$ cat config.mk
export PLATFORM = sky130hd
export DESIGN_NAME = vga_sync_gen
export DESIGN_NICKNAME = d
export VERILOG_FILES = /design/src/rtl/vga_sync_gen.sv
export SDC_FILE = /design/constraint.sdc
export NUM_CORES = 1
export LEC_CHECK = 0
export CORE_MARGIN = 2
export CORE_UTILIZATION = 23
export DETAILED_ROUTE_END_ITERATION = 8
export PLACE_DENSITY = 0.46
export SYNTH_ARGS = -nofsm -noshare
export SYNTH_HDL_FRONTEND = slang
export SYNTH_SLANG_ARGS = --single-unit
$ cat constraint.sdc
create_clock -name clk_25MHz -period 4.55 [get_ports clk_25MHz]
set_input_delay 0.6825 -clock clk_25MHz [delete_from_list [all_inputs] [get_ports clk_25MHz]]
set_output_delay 0.6825 -clock clk_25MHz [all_outputs]
set_load 0.02 [all_outputs]
$ cat src/rtl/vga_sync_gen.sv
`default_nettype none
// +---------------------------------------------------------------------------+
// | Module   : vga_sync_gen                                                   |
// | Purpose  : VGA sync/blank generation and framebuffer fetch, with a delay  |
// |            line matching sync timing to framebuffer read latency.         |
// | Option   : VGA_TEST_PATTERN_EN adds pattern_sel (colour-bar generator).   |
// | Revision : 1.0                                                            |
// +---------------------------------------------------------------------------+
module vga_sync_gen #(
  parameter int H_VIS    = 640,
  parameter int H_FP     = 16,
  parameter int H_SYNC   = 96,
  parameter int H_BP     = 48,
  parameter int V_VIS    = 480,
  parameter int V_FP     = 10,
  parameter int V_SYNC   = 2,
  parameter int V_BP     = 33,
  parameter int SCALE    = 2,
  parameter int FB_W     = 160,
  parameter int ADDR_W   = 15,
  parameter int COLOR_W  = 8,
  parameter int RD_LAT   = 1,
  parameter bit SYNC_POL = 1'b0
) (
  input  logic               clk_25MHz,
  input  logic               reset,
  input  logic [15:0]        horiz_count,
  input  logic [15:0]        vert_count,
`ifdef VGA_TEST_PATTERN_EN
  input  logic               pattern_sel,
`endif
  output logic [ADDR_W-1:0]  fb_addr,
  output logic               fb_rd_en,
  input  logic [COLOR_W-1:0] fb_data,
  output logic               hsync,
  output logic               vsync,
  output logic               video_on,
  output logic [COLOR_W-1:0] rgb,
  output logic               frame_start,
  output logic [15:0]        frame_count
);

  localparam int          c_ARITH_W = ADDR_W + 1;
  localparam int          c_LAST    = RD_LAT - 1;
  localparam logic [15:0] c_h_vis   = 16'(H_VIS);
  localparam logic [15:0] c_v_vis   = 16'(V_VIS);
  localparam logic [15:0] c_h_total = 16'(H_VIS + H_FP + H_SYNC + H_BP);
  localparam logic [15:0] c_v_total = 16'(V_VIS + V_FP + V_SYNC + V_BP);
  localparam logic [15:0] c_hs_beg  = 16'(H_VIS + H_FP);
  localparam logic [15:0] c_hs_end  = 16'(H_VIS + H_FP + H_SYNC);
  localparam logic [15:0] c_vs_beg  = 16'(V_VIS + V_FP);
  localparam logic [15:0] c_vs_end  = 16'(V_VIS + V_FP + V_SYNC);
  localparam logic [c_ARITH_W-1:0] c_fb_w = c_ARITH_W'(FB_W);

  logic                 w_vis, w_in_range, w_hs, w_vs, w_first, w_pat;
  logic [15:0]          w_fb_x, w_fb_y;
  logic [c_ARITH_W-1:0] w_addr_full;
  logic [COLOR_W-1:0]   w_src;

  logic                 r_vis1, r_hs1, r_vs1, r_first1;
  logic [ADDR_W-1:0]    r_fb_addr;
  logic                 r_fb_rd_en;
  logic [RD_LAT-1:0]    r_vis_d, r_hs_d, r_vs_d, r_first_d;
  logic                 r_hsync, r_vsync, r_video_on, r_frame_start;
  logic [COLOR_W-1:0]   r_rgb;
  logic [15:0]          r_frame_count;

  // Out-of-range counts must never produce sync, so sync decode is gated by the frame bounds.
  assign w_in_range  = (horiz_count < c_h_total) && (vert_count < c_v_total);
  assign w_vis       = (horiz_count < c_h_vis) && (vert_count < c_v_vis);
  assign w_hs        = w_in_range && (horiz_count >= c_hs_beg) && (horiz_count < c_hs_end);
  assign w_vs        = w_in_range && (vert_count >= c_vs_beg) && (vert_count < c_vs_end);
  assign w_first     = (horiz_count == 16'd0) && (vert_count == 16'd0);
  assign w_fb_x      = horiz_count >> SCALE;
  assign w_fb_y      = vert_count >> SCALE;
  assign w_addr_full = c_ARITH_W'(w_fb_y) * c_fb_w + c_ARITH_W'(w_fb_x);

`ifdef VGA_TEST_PATTERN_EN
  logic [2:0]         w_bar;
  logic [COLOR_W-1:0] w_pat_rgb;
  logic               r_pat1;
  logic [COLOR_W-1:0] r_pat_rgb1;
  logic [RD_LAT-1:0]  r_pat_d;
  logic [COLOR_W-1:0] r_pat_rgb_d [RD_LAT];

  assign w_bar     = horiz_count[9:7];
  assign w_pat_rgb = COLOR_W'({{3{w_bar[2]}}, {3{w_bar[1]}}, {2{w_bar[0]}}});
  assign w_pat     = pattern_sel;
  assign w_src     = r_pat_d[c_LAST] ? r_pat_rgb_d[c_LAST] : fb_data;

  // The bar colour rides the same delay line so pattern timing equals framebuffer timing.
  always_ff @(posedge clk_25MHz) begin
    if (reset) begin
      r_pat1     <= 1'b0;
      r_pat_rgb1 <= '0;
      r_pat_d    <= '0;
      for (int i = 0; i < RD_LAT; i++) r_pat_rgb_d[i] <= '0;
    end else begin
      r_pat1         <= pattern_sel;
      r_pat_rgb1     <= w_pat_rgb;
      r_pat_d[0]     <= r_pat1;
      r_pat_rgb_d[0] <= r_pat_rgb1;
      for (int i = 1; i < RD_LAT; i++) begin
        r_pat_d[i]     <= r_pat_d[i-1];
        r_pat_rgb_d[i] <= r_pat_rgb_d[i-1];
      end
    end
  end
`else
  assign w_pat = 1'b0;
  assign w_src = fb_data;
`endif

  always_ff @(posedge clk_25MHz) begin
    if (reset) begin
      r_vis1     <= 1'b0;
      r_hs1      <= 1'b0;
      r_vs1      <= 1'b0;
      r_first1   <= 1'b0;
      r_fb_addr  <= '0;
      r_fb_rd_en <= 1'b0;
    end else begin
      r_vis1     <= w_vis;
      r_hs1      <= w_hs;
      r_vs1      <= w_vs;
      r_first1   <= w_first;
      r_fb_rd_en <= w_vis && !w_pat;
      if (w_vis) r_fb_addr <= w_addr_full[ADDR_W-1:0];
    end
  end

  // RD_LAT stages so the flags line up with fb_data arriving from the memory.
  always_ff @(posedge clk_25MHz) begin
    if (reset) begin
      r_vis_d   <= '0;
      r_hs_d    <= '0;
      r_vs_d    <= '0;
      r_first_d <= '0;
    end else begin
      r_vis_d[0]   <= r_vis1;
      r_hs_d[0]    <= r_hs1;
      r_vs_d[0]    <= r_vs1;
      r_first_d[0] <= r_first1;
      for (int i = 1; i < RD_LAT; i++) begin
        r_vis_d[i]   <= r_vis_d[i-1];
        r_hs_d[i]    <= r_hs_d[i-1];
        r_vs_d[i]    <= r_vs_d[i-1];
        r_first_d[i] <= r_first_d[i-1];
      end
    end
  end

  always_ff @(posedge clk_25MHz) begin
    if (reset) begin
      r_hsync       <= ~SYNC_POL;
      r_vsync       <= ~SYNC_POL;
      r_video_on    <= 1'b0;
      r_rgb         <= '0;
      r_frame_start <= 1'b0;
      r_frame_count <= 16'd0;
    end else begin
      r_hsync       <= r_hs_d[c_LAST] ? SYNC_POL : ~SYNC_POL;
      r_vsync       <= r_vs_d[c_LAST] ? SYNC_POL : ~SYNC_POL;
      r_video_on    <= r_vis_d[c_LAST];
      r_rgb         <= r_vis_d[c_LAST] ? w_src : '0;
      r_frame_start <= r_first_d[c_LAST];
      if (r_first_d[c_LAST]) r_frame_count <= r_frame_count + 16'd1;
    end
  end

  assign fb_addr     = r_fb_addr;
  assign fb_rd_en    = r_fb_rd_en;
  assign hsync       = r_hsync;
  assign vsync       = r_vsync;
  assign video_on    = r_video_on;
  assign rgb         = r_rgb;
  assign frame_start = r_frame_start;
  assign frame_count = r_frame_count;

endmodule
`default_nettype wire

After elaboration in Yosys (flattened, before gate mapping). Index checks and enable logic that the tools add are counted.

Logic and storage cells: 39. Register bits: 51.

Multiply operators: 1. Reductions and logical operators: 10. $lt $le $gt $ge: 8. Add/sub/neg operators: 2. Muxes and demuxes: 2. Bitwise gates (word level): 1.

Operator list (count): < comparator 16 x 10 -> 1 bit, second input constant (4); zero test 16 bit (2); < comparator 16 x 9 -> 1 bit, second input constant (2); adder 16 x 1 -> 16 bit, second input constant (1); >= comparator 16 x 10 -> 1 bit, second input constant (1); >= comparator 16 x 9 -> 1 bit, second input constant (1); adder 15 x 14 -> 15 bit (1); multiplier 14 x 3 -> 10 bit, second input constant (1); logical AND 1 bit (7); two-way mux 1 bit (2); OR reduction 2 bit (1); NOT 1 bit (1).

Logic depth before layout (Yosys ltp). Gate-level depths: netlist of run 1.

Depth after elaboration: 4. Mapped depth: 13. Gate-level depth less buffers: 13.

Least setup slack after synthesis of run 1. No wires, ideal clock.

Kind: input to register. Start: in vert_count[3]. End: reg r_fb_addr[14] (netlist: fb_addr[14]). Arrival time: 3.296 ns. Stages on the path: 11. Buffers on the path: 0. Path slack: 1.180 ns. Cells stage by stage: ha_1 ha_1 fa_1 a211oi_1 o21a_1 ha_1 o21ai_0 nor2_1 or4_4 a221o_1 o211ai_2.

Longest elaborated chain between the ends: 2. Elaborated cells between the ends (all ways): 4.

RTL lines: start: declaration (RTL line 28) `input logic [15:0] vert_count,`; multiplier 14 x 3 -> 10 bit / < comparator 16 x 9 -> 1 bit (equally long branches) (RTL line 76, 70); adder 15 x 14 -> 15 bit / logical AND 1 bit (equally long branches) (RTL line 76, 70); end signal: assignment (RTL line 128) `if (w_vis) r_fb_addr <= w_addr_full[ADDR_W-1:0];`; end: declaration (RTL line 61) `logic [ADDR_W-1:0] r_fb_addr;`.

Parallel ways exist; a longest one is shown, timed or not. A chain may end at the register's enable or synchronous reset.

Worst setup path in the final report of run 1. Same ends and word-level chain as after synthesis.

==> metrics.md, run 1 <==
| Metric | Value |
|---|---|
| Fin crit share | about 85% |
| Clock Path Buffers | 2 |
| Via count | between 2k and 2.5k |
| Multi-input gate area | about 0.0016 mm² |
| Data arrival, critical path | roughly 4.1 ns |
| Worst-Skew Late Latency | approximately 0.28 ns |
| Post CTS Setup Buffer Count | 0 |
| Crit. End Element | flop |
| CP Class | in2reg |
| Initial antenna violation count | 0 |
| Slew @ Worst Pin | 0.8123 ns |
| Commonest non-fill, non-tap cell in the layout | clkdlybuf4s50_1 |
| Hold buffer count at CTS | 0 |
| Fillers | between 1k and 1.5k |
| Hold Crit Class | reg2reg |
| Max VDD drop | 0.0001662 V |
| Most common flop cell mapped by yosys | dfxtp_1 |
| HPWL after DPL | roughly 5400 µm |
| DP Area | ~0.0036 mm² |
| Buffers added on ports | 85 |
| Root Buffer | clkbuf_16 |
| DRC violation count after routing | 0 |
| TritonCTS clock tree | yes |
| Syn Nets | approximately 360 |
| Reg clk slew, reported paths | ~0.070 ns |
| Htree depth | 2 |
| Setup TNS | 0 ns |
| Cells after Synth | 294 |
| Total GRT Usage | between 10 and 15% |
| Yosys cell types | 47 |
| Period minus WS final | roughly 3.9 ns |
| Area grow syn2layout | 43.92% |
| Seq cells post-synth | 51 |
| CTS Sinks | 51 |
| Worst hold slack | between 0.3 and 0.4 ns |
| GRT Residual Overflow | 0 |
| Mean Syn Cell Area | ~9 µm² |
| Drt via density | 4.499 |
| RSZ-0062 raised after global routing | no |
| Post-layout total power | 1.081 mW |
| Die Wd | around 110 µm |
| Routed WL per cell | 13.14 µm |
| Cts bufs inserted | 5 |
| Register area share after synthesis | 38.75% |
| Final Slew Violations | 0 |
| Number of enable flip-flop cells after synthesis | 0 |
| Ys Warns | 0 |
| Final layout net count | 445 |
| Number of global-route vias before repair | around 2.4k |
| Clk_skew | approximately 0.0033 ns |
| Status | complete, no violations |
| Die Y | roughly 110 µm |
| Synth area leader | dfxtp_1 |
| Flip-flop and latch area | 0.001021 mm² |
| I/O pin cnt | 86 |
| Final setup vio count | 0 |
| LEAKAGE | between 1 and 1.5 nW |
| DRT antenna net count | 0 |
| Core Rows | 39 |
| Ratio of cells with drive above 1 in the final layout | under 10% |
| Synth top area cells | dfxtp_1, ha_1, nor2_1 |
| Commonest cells after routing, fill and taps aside | clkdlybuf4s50_1, dfxtp_1, nor2_1, nand2_1, ha_1 |
| First-pass GRT wire length | 11250 µm |
| Rel. slew slack | 45.64% |
| Final GP Congestion | 0.8027 |
| Die Area | 0.01233 mm² |
| Async SR Flop Fraction | 0% |
| Critical Path RT | around 4.8 ns |
| Post-synthesis instance area | 0.002635 mm² |
| Fmax | 258.2 MHz |
| Critical Path Start Type | input port |
| N_diodes | 0 |
| DR iter-0 viols | between 100 and 150 |
| Power per cell area | about 280 mW/mm² |
| Largest net degree at the start of global routing | 32 |
| Fin. Hold Viols | 0 |
| Starting Density | between 20% and 30% |
| Worst-path fanout max | 6 |
| Core area | 0.01132 mm² |
| Iteration count of the initial detailed-routing pass | 4 |
| Total wire length | roughly 7000 µm |
| Max Cap Viol | 0 |
| Cell area after layout | 0.003792 mm² |
| # resized after CTS | 0 |
| Top-area cell type share of the netlist area | between 30 and 40% |
==> critical path, cell delays in order <==
cell and delay (ns):
clkdlybuf4s50_1 0.61, ha_1 0.29, ha_1 0.23, fa_1 0.42
a211oi_1 0.27, o21a_1 0.18, ha_1 0.27, o21ai_0 0.18
nor2_1 0.09, or4_4 0.42, a221o_1 0.37, o211ai_2 0.07
==> cell families (layout without fill, tap and decap cells) <==
family / Yosys count / after routing / share of synthesized area (%)
compound gates: 54 / 54 / 13.63
xor+xnor: 20 / 20 / 6.648
fa+ha+maj: 25 / 25 / 12.44
buf+inv: 14 / 98 / 2.326
flops: 51 / 51 / 38.75
mux: 1 / 1 / 0.3799
simple gates: 129 / 129 / 25.83
==> report_power, final <==
group          internal, mW  total [mW]  switching, mW  leakage, nW
Sequential            0.446       0.446     0.00000618        0.411
Combinational         0.111       0.224          0.114        0.933
Clock                 0.257       0.410          0.154       0.0769
Total                 0.814        1.08          0.267         1.42
==> metrics by stage <==
step	util, %	cells	setup WS [ns]
after floorplan	-	294	1.180
after global placement	32.10	514	0.4351
after detailed placement	32.10	514	0.3857
after CTS	33.50	521	0.6771
after global routing	33.50	521	0.4921
final	33.50	521	0.6766
==> final cells by class <==
type	instances	share of cell area, %
clock buffers	6	3.398
clock inverters	1	0.7918
inverters	4	0.3959
multi-input cells	229	40.94
flip-flops and latches	51	26.92
well taps	143	4.718
repair buffers	87	22.83
==> synthesized netlist by cell type, types with 3 or more instances <==
cell type and count:
nand4_1 4, inv_1 4, nor2b_1 8, nand2b_1 4, nor3b_1 4, nand4b_1 3
nor2_1 31, dfxtp_1 51, ha_1 23, a21o_1 3, and3_1 7, xor2_1 9
nand3_1 10, a21oi_1 19, o21ai_0 11, o21a_1 3, nor3_1 4, nand2_1 26
nor4_1 8, nand3b_1 3, clkbuf_1 6, a211oi_1 4, and2_1 8, xnor2_1 11
==> worst paths after layout <==
kind	startpoint	end	slack (ns)	cells after the start
setup reg to reg	r_first_d	frame_count[15]	2.76	5
hold / removal	r_vs_d	vsync	0.38	1
hold reg to reg	r_vs_d	vsync	0.38	1
setup / recovery	vert_count[3]	fb_addr[14]	0.68	12
==> routing by layer <==
layer	share of wire, %	GRT usage, %	up-vias
li1	-	-	1209
met5	0	0	-
met1	49	14.53	1067
met3	4.9	2.187	5
met4	1.0	2.963	0
met2	45	18.49	63
==> registers in the layout (all words and copies together) (netlist names) <==
| signal | flops |
|---|---|
| frame_count | 16 |
| fb_addr | 15 |
| rgb | 8 |
| fb_rd_en | 1 |
| frame_start | 1 |
| hsync | 1 |
| r_first1 | 1 |
| r_first_d | 1 |
| r_hs1 | 1 |
| r_hs_d | 1 |
| r_vis_d | 1 |
| r_vs1 | 1 |
| r_vs_d | 1 |
| video_on | 1 |
| vsync | 1 |
No activity file was read; power rests on OpenSTA's default activity.
==> run 2: changes to the inputs <==
--- a/config.mk
+++ b/config.mk
@@ -12,3 +12,4 @@
 export SYNTH_ARGS = -nofsm -noshare
 export SYNTH_HDL_FRONTEND = slang
 export SYNTH_SLANG_ARGS = --single-unit
+export TNS_END_PERCENT = 100
==> results of run 2 <==
Same layout as run 1: the final DEF is identical, and so are final timing and power.
==> run 3: changes to the inputs <==
--- a/config.mk
+++ b/config.mk
@@ -9,6 +9,8 @@
 export CORE_UTILIZATION = 23
 export DETAILED_ROUTE_END_ITERATION = 8
 export PLACE_DENSITY = 0.46
+export SKIP_LAST_GASP = 1
+export SLEW_MARGIN = 20
 export SYNTH_ARGS = -nofsm -noshare
 export SYNTH_HDL_FRONTEND = slang
 export SYNTH_SLANG_ARGS = --single-unit
==> results of run 3 <==
Same layout as run 1: the final DEF is identical, and so are final timing and power.
